[config.mk]
export PLATFORM = sky130hd
export DESIGN_NAME = async_fifo_wr_ctrl
export DESIGN_NICKNAME = d
export VERILOG_FILES = /design/src/rtl/async_fifo_wr_ctrl.sv
export SDC_FILE = /design/constraint.sdc
export NUM_CORES = 1
export LEC_CHECK = 0
export CORE_MARGIN = 3
export CORE_UTILIZATION = 50
export DETAILED_ROUTE_END_ITERATION = 7
export GPL_ROUTABILITY_DRIVEN = 0
export HOLD_SLACK_MARGIN = 0.15
export PLACE_DENSITY = 0.88
export SLEW_MARGIN = 40
export SYNTH_ARGS = -nofsm -noshare
export SYNTH_HDL_FRONTEND = slang
export SYNTH_SLANG_ARGS = --single-unit
[constraint.sdc]
create_clock -name clk -period 4 [get_ports clk]
set_input_delay 0.8 -clock clk [delete_from_list [all_inputs] [get_ports clk]]
set_output_delay 0.8 -clock clk [all_outputs]
set_load 0.05 [all_outputs]
[src/rtl/async_fifo_wr_ctrl.sv]
// Write-domain half of an async FIFO: write pointer (binary + Gray), read-pointer
// synchronizer, and registered full / almost_full / free-count indications.
module async_fifo_wr_ctrl #(
    parameter int ADDR_WIDTH   = 4,
    parameter int SYNC_STAGES  = 2,
    parameter int AFULL_THRESH = 2**ADDR_WIDTH - 2
) (
    input  logic                  clk,
    input  logic                  rst,
    input  logic                  wr_en,
    input  logic [ADDR_WIDTH:0]   rptr_gray_async,
    output logic                  wr_accept,
    output logic [ADDR_WIDTH-1:0] waddr,
    output logic [ADDR_WIDTH:0]   wptr_gray,
    output logic                  full,
    output logic                  almost_full,
    output logic [ADDR_WIDTH:0]   free_cnt
);

    localparam int              PW        = ADDR_WIDTH + 1;
    localparam logic [PW-1:0]   DEPTH     = PW'(2**ADDR_WIDTH);
    localparam logic [PW-1:0]   AFULL_LVL = PW'(AFULL_THRESH);

    generate
        if (SYNC_STAGES < 2) begin : g_bad_sync
            $error("async_fifo_wr_ctrl: SYNC_STAGES must be at least 2");
        end
        if (AFULL_THRESH < 1 || AFULL_THRESH > 2**ADDR_WIDTH) begin : g_bad_afull
            $error("async_fifo_wr_ctrl: AFULL_THRESH must be within 1..DEPTH");
        end
    endgenerate

    logic [PW-1:0] wbin;
    logic [PW-1:0] wbin_next;
    logic [PW-1:0] rgray_s;
    logic [PW-1:0] rbin_s;
    logic [PW-1:0] used_next;
    logic [PW-1:0] sync_q [SYNC_STAGES];

    // Handshake: wr_en is a request, wr_accept is its same-cycle grant; a write
    // takes effect at the edge only when wr_accept is high, a refused request is dropped.
    assign wr_accept = wr_en & ~full;
    assign wbin_next = wbin + PW'(wr_accept);
    assign waddr     = wbin[ADDR_WIDTH-1:0];
    assign rgray_s   = sync_q[SYNC_STAGES-1];
    assign used_next = wbin_next - rbin_s;

    always_ff @(posedge clk or posedge rst) begin
        if (rst) begin
            for (int i = 0; i < SYNC_STAGES; i++) begin
                sync_q[i] <= '0;
            end
        end else begin
            sync_q[0] <= rptr_gray_async;
            for (int i = 1; i < SYNC_STAGES; i++) begin
                sync_q[i] <= sync_q[i-1];
            end
        end
    end

    always_comb begin
        rbin_s         = '0;
        rbin_s[PW-1]   = rgray_s[PW-1];
        for (int i = PW - 2; i >= 0; i--) begin
            rbin_s[i] = rbin_s[i+1] ^ rgray_s[i];
        end
    end

    // Flags come from next-state values so full is visible the cycle after the filling write.
    always_ff @(posedge clk or posedge rst) begin
        if (rst) begin
            wbin        <= '0;
            wptr_gray   <= '0;
            full        <= 1'b0;
            almost_full <= 1'b0;
            free_cnt    <= DEPTH;
        end else begin
            wbin        <= wbin_next;
            wptr_gray   <= wbin_next ^ (wbin_next >> 1);
            full        <= (used_next == DEPTH);
            almost_full <= (used_next >= AFULL_LVL);
            free_cnt    <= DEPTH - used_next;
        end
    end

endmodule

# Yosys cells after proc, flatten, opt, wreduce, memory -nomap -nowiden
# Cells that the tools add are included.
[op_classes]
add_sub_neg = 3
order_cmp = 1
n_eq_ne = 1
bitwise_logic = 7
[op_table]
columns = ["op", "count"]
rows = [
  ["$add A5 B1 Y5", 1],
  ["$eq A5 B5 Y1 const B", 1],
  ["$ge A5 B4 Y1 const B", 1],
  ["$sub A5 B5 Y5", 1],
  ["$sub A5 B5 Y5 const A", 1],
  ["$xor A5 B4 Y5", 1],
  ["$xor A1 B1 Y1", 4],
  ["$and A1 B1 Y1", 1],
  ["$not A1 Y1", 1],
]
[word_totals]
reg_bits = 27
out_inout_bits = 17
elab_cells = 19

# Logic depth before layout (Yosys ltp)
[logic_depth]
word_depth = 6
mapped_depth = 11
depth_no_buf = 11

# Least setup slack after synthesis
# OpenSTA, ideal clock, no wires.
[synth_path]
kind = "input to register"
startpoint = "input wr_en"
endpoint = "register free_cnt[4]"
setup_time_ns = 0.083
arrival_ns = 3.554
t_required_ns = 3.917
path_slack_ns = 0.363
path_stages = 10
path_buffers = 0
path_cell_list = "nor2b_1 -> ha_1 -> nand3_2 -> xnor2_2 -> ha_1 -> a21oi_1 -> inv_1 -> or4_4 -> nand2_1 -> ha_1"
[synth_via]
elab_chain_len = 4
[synth_rtl]
columns = ["item", "line", "source"]
rows = [
  ["from (decl)", "10", "input logic wr_en,"],
  ["$and A1 B1 Y1", "42", "assign wr_accept = wr_en & ~full;"],
  ["$add A5 B1 Y5", "43", "assign wbin_next = wbin + PW'(wr_accept);"],
  ["net wbin_next[3]", "34", "logic [PW-1:0] wbin_next;"],
  ["$sub A5 B5 Y5", "46", "assign used_next = wbin_next - rbin_s;"],
  ["$sub A5 B5 Y5", "82", "free_cnt <= DEPTH - used_next;"],
  ["to (signal assigned)", "82", ""],
  ["to (decl)", "17", "output logic [ADDR_WIDTH:0] free_cnt"],
]
# The timed path passes the listed nets, and every way through them passes these cells.

# Worst setup path in the final report
# Ends and elaborated chain as after synthesis.

==> impl_results.md <==
- Status: completed
- Setup tns final: 0 ns
- Clk_skew: between 0.01 and 0.015 ns
- Max Clk Rate: roughly 300 MHz
- Final worst slack: roughly 0.68 ns
- XOR/XNOR Fraction of Synth Area: 0.186
- WS Path Type: primary input to register
- Routed WL: approximately 1900 um
- Sequential fraction of the synthesis area: 0.551
- Post-CTS Setup Bufs: 0
- Async S/R FF share, synth: 1.00
- Synth Area in Compound Gates: 0.0433
- Mapped Cells: 86
- Crit Path Max Fanout: 6
- Post-Place Cell Area: ~0.0015 mm2
- Worst hold path class: register to register
- Synth Area in Adders: 0.112
- Setup crit end kind: register
- CTS tree: built
- CTS buffer count: 3
- Die X: 54.7 um
- Antenna-violating nets left: 0
- I/O pins: 25
- Root Buffer: clkbuf_4
- Final setup fails: 0
- Syn Nets: 104
- ANT cells: 0
- FILL cells: between 150 and 200
- Least-Margin Pin Slew: approximately 0.52 ns
- Worst-Skew Late Latency: 0.31 ns
- Die Y: between 50 and 60 um
- Required time of the critical path: 4.24 ns
- Post-DP HPWL: approximately 1500 um
- Simple-gate share of the synthesized area: 0.0634
- Hold bufs inserted after CTS: 0
- Vias/cell: 4.98
- Drt first pass iters: 4
- Post-synthesis mux area share: 0.00951
- Largest family of logic cells by synthesized area: XOR/XNOR gates
- Initial antenna violation count: 0
- 1st-iter DRT viols: 9
- Maximum number of pins on one net before global-route repair: 27
- Final period util: 0.830
- Pre-CTS WS: approximately 0.36 ns
- Most frequent cells after synthesis: dfrtp_1, inv_1, ha_1
- Most frequent cell after synthesis: dfrtp_1
- Syn-to-layout area delta: 25.4%
- H-tree depth: 1
- Port Buffer Count: 24
- YS warnings: 0
- Final Net Count: about 130
- WL per Instance: between 10 and 15 um
- Core ar.: 0.00210 mm2
- Via count: 702
- Final Cell Area: approximately 0.0015 mm2
- Vias in the first global route: approximately 720
- Fin. max-slew vios: 0
- Total global-route track usage: 0.155
- Period minus WS final: 3.32 ns
- First-pass GRT wire length: ~3200 um
- Yosys reg bits: 26
- Yosys top cell by area: dfrtp_1
- Drc violations: 0
- Cell Rows: 16
- Die ar.: roughly 0.0030 mm2
- Clock sink count: 26
- Post-Syn Area per Cell: between 10 and 15 um2
- Clock buffer depth: 2
- CTS resizes: 0
- Area share of the largest cell type after synthesis: 0.529
- Layout cells sized above 1: 0.0965
- Top FF cell, synth: dfrtp_1
- Post-synth EDFFs: 0
- Max-Cap Viols: 0
- Initial Util: 0.563
- Final Hold Viols: 0
- Rel. slew slack: 0.651
- Mapped Area: 0.00118 mm2
- Total gr overflow: 0
- Count of cell types in the netlist: 26
- CP startpoint kind: primary input
- CP arrival: 3.57 ns
- Ranking of synthesized cells by area: dfrtp_1, ha_1, xnor2_1
- RSZ-0062 raised after global routing: false
- Clock Pin Slew Worst Setup and Hold Paths: ~0.13 ns
-- cell type report --
| type | count | area, um2 | share of cell area |
|---|---|---|---|
| well taps | 27 | 33.8 | 0.0228 |
| flip-flops and latches | 26 | 652 | 0.439 |
| repair buffers | 24 | 240 | 0.162 |
| inverters | 11 | 41.3 | 0.0278 |
| clock buffers | 4 | 26.3 | 0.0177 |
| multi-input cells | 49 | 490 | 0.331 |
-- layout by cell type, fill, tap and decap left out --
cell type and instances:
a21oi_1 2, xnor3_1 2, nand2_1 2, xor2_1 7
nor2b_1 1, clkbuf_4 3, xnor2_1 8, nor2_1 2
nor4b_1 1, and3_2 1, clkbuf_1 1, o211ai_2 1
xnor2_2 1, dfrtp_1 25, mux2_1 1, nand3_2 1
dfstp_2 1, o21ai_1 1, a22oi_1 1, xnor2_4 1
a2bb2oi_1 1, inv_1 10, o31ai_1 1, nand3_1 2
clkdlybuf4s50_1 24, ha_1 9, nand2b_1 1, or4_4 1
fa_1 1, inv_2 1
-- flip-flops by register name, summed over array words and instances (netlist names) --
name         count
rgray_s          5
almost_full      1
full             1
free_cnt         5
wptr_gray        4
wbin             5
sync_q           5
-- stage by stage --
step	util	hold slack, ns	cells
after floorplan	-	0.331	86
final	0.706	0.355	141
after global placement	0.693	0.332	137
after global routing	0.706	0.364	141
after detailed placement	0.693	0.338	137
after CTS	0.706	0.365	141
-- final timing paths --
check                      startpoint          end  slack (ns)  cells past startpoint
min reg2reg                 sync_q[6]   rgray_s[1]        0.35                      0
max                             wr_en  free_cnt[4]        0.68                     11
min                         sync_q[6]   rgray_s[1]        0.35                      0
max in group asynchronous         rst  free_cnt[4]        2.81                      2
min in group asynchronous         rst   rgray_s[1]        0.81                      2
max reg2reg                rgray_s[3]  free_cnt[4]        0.95                      9
-- metal layers --
layer  vias to the layer above  share of wire  global-route usage
met2                        29           0.51               0.299
met5                         -              0                   0
met4                         0          0.018              0.0622
met1                       333           0.41               0.160
met3                         5          0.059              0.0272
li1                        335              -                   -
-- logic make-up after synthesis --
logic type	Yosys count
compound gates	7
xor+xnor	19
fa+ha+maj	10
buf+inv	11
flops	26
mux	1
simple gates	12
-- worst max-delay path, cell delays in order --
cell	delay (ns)
clkdlybuf4s50_1	0.44
nor2b_1	0.20
ha_1	0.24
nand3_2	0.15
xnor2_2	0.36
ha_1	0.34
a21oi_1	0.15
inv_1	0.07
or4_4	0.50
nand2_1	0.09
ha_1	0.22
Power is not shown: default switching activity piles up to over one toggle a cycle in this logic, so the estimate is an artifact.
==> RTL change, RTL diff (same settings) <==
The parameter `ADDR_WIDTH` goes from 4 to 6.
--- a/src/rtl/async_fifo_wr_ctrl.sv
+++ b/src/rtl/async_fifo_wr_ctrl.sv
@@ -2,5 +2,5 @@
 // synchronizer, and registered full / almost_full / free-count indications.
 module async_fifo_wr_ctrl #(
-    parameter int ADDR_WIDTH   = 4,
+    parameter int ADDR_WIDTH   = 6,
     parameter int SYNC_STAGES  = 2,
     parameter int AFULL_THRESH = 2**ADDR_WIDTH - 2
Ports: changed (resized free_cnt, rptr_gray_async, waddr and wptr_gray); port bits go from 25 to 33. No check against the original RTL was run, so the function may have changed too.
==> RTL change against the original RTL <==
Non-clock buffer count is 12 higher. Via count is 36% higher. Die area is 27% higher. Worst setup slack worse by 0.35 ns. Sequential cell count is 10 higher. Wire length is 42% higher. Synthesized area is 31% higher. Design area is 37% higher. Largest cell class unchanged.
Power is not shown: default switching activity piles up to over one toggle a cycle in this logic, so the estimate is an artifact.
==> RTL change: results (changes against the original RTL) <==
* CTS Buf Count at 5 (+2)
* Post-synthesis net count at 139 (+34%)
* Largest net degree at the start of global routing at 37 (+37%)
* Global-route wire length before repair at 4478 um (+41%)
* # diodes at 0 (unchanged)
* Vias in the first global route at 1006 (+40%)
* Root Buffer: clkbuf_4
* Worst path top cell family by delay: XOR/XNOR gates
* Share of post-route cells with drive strength above 1 at 12.35% (+2.7 points)
* Total number of vias at 956 (+36%)
* CP arrival at 3.95 ns (+0.38 ns)
* Synth top cells by count: dfrtp_1, xor2_1, inv_1
* Wire per inst at 13.60 um (+3.6%)
* Post-CTS Setup Repair Bufs at 0 (unchanged)
* Antenna-violating nets left at 0 (unchanged)
* Max clock buf depth at 2 (unchanged)
* Clock Pin Slew Worst Setup and Hold Paths at 0.10 ns (-0.03 ns)
* Slew margin rel. at 66.23% (+1.2 points)
* HP Class: flop to flop
* Post-DP HPWL at 2017 um (+35%)
* H-tree depth at 2 (+1)
* Area contributors post-synth: dfrtp_1, xor2_1, ha_1
* Yosys cell types at 25 (-3.8%)
* Yosys warns at 0 (unchanged)
* Crit-path max FO at 3 (-3)
* Die area at 3802 um^2 (+27%)
* Initial antenna violation count at 0 (unchanged)
* CP max-delay cell: dfrtp_1
* Startpoint types: flop
* I/O Buffers at 32 (+33%)
* Status: finished, final reports clean
* Clock skew at 0.007272 ns (-0.003954 ns)
* # nets final at 182 (+37%)
* Worst-Skew Late Latency at 0.34 ns (+0.03 ns)
* Ys async rst share at 100.0% (unchanged)
* GRT Overall Usage at 16.81% (+1.3 points)
* Iteration-0 DRC Markers at 30 (+21)
* Crit path largest cell delay at 0.44 ns (-0.06 ns)
* Seq/Total Area, Yosys at 58.24% (+3.2 points)
* First drt pass iteration count at 3 (-1)
## RTL change: path summary, 6_finish.rpt
path,to,startpoint,cells past startpoint,slack (ns)
max in group asynchronous,free_cnt[6],rst,3,2.83
worst min register to register,rgray_s[0],sync_q[7],0,0.36
min in group asynchronous,almost_full,rst,3,0.84
worst max-delay path,full,rgray_s[6],14,0.33
worst min-delay path,rgray_s[0],sync_q[7],0,0.36
worst max register to register,full,rgray_s[6],14,0.33
## RTL change: kinds of logic after synthesis
family          Yosys count  synth area share, %
buf+inv                  13                3.150
fa+ha+maj                11                9.370
flops                    36                58.24
simple gates             21                7.432
compound gates            9                4.039
xor+xnor                 28                17.77
## RTL change: timing repair
action / 4_1_cts / 5_1_grt
hold endpoints to repair: 0 / 0
resized for setup: 0 / 1
setup endpoints to repair: 0 / 2
## RTL change: layout make-up
| cell class | count | area, um^2 |
|---|---|---|
| clock buffer | 7 | 65.06 |
| inverter | 13 | 48.80 |
| sequential | 36 | 902.1 |
| fill | 214 | 813.3 |
| timing repair buffer | 36 | 350.3 |
| tap | 31 | 38.79 |
| clock inverter | 1 | 30.03 |
| multi-input combinational | 69 | 604.3 |
## RTL change: routing by layer
layer  track usage [%]  wire [um]  up-vias
li1                  -          -      455
met1             19.24       1073      455
met2             27.50       1312       38
met3             6.499        169        8
met4             8.182         70        0
met5                 0          0        -
## RTL change: stage by stage
step                cells  setup slack, ns  utilization (%)  instance area [um^2]  hold WS (ns)
global route          193          0.03760            71.49                  2039        0.3637
global placement      185           0.3571            67.94                  1938        0.3320
floorplan             118           0.1203                -                  1549        0.3312
detailed placement    185          0.09194            67.94                  1938        0.3347
finish                193           0.3321            71.49                  2039        0.3562
CTS                   193           0.2501            71.27                  2033        0.3585
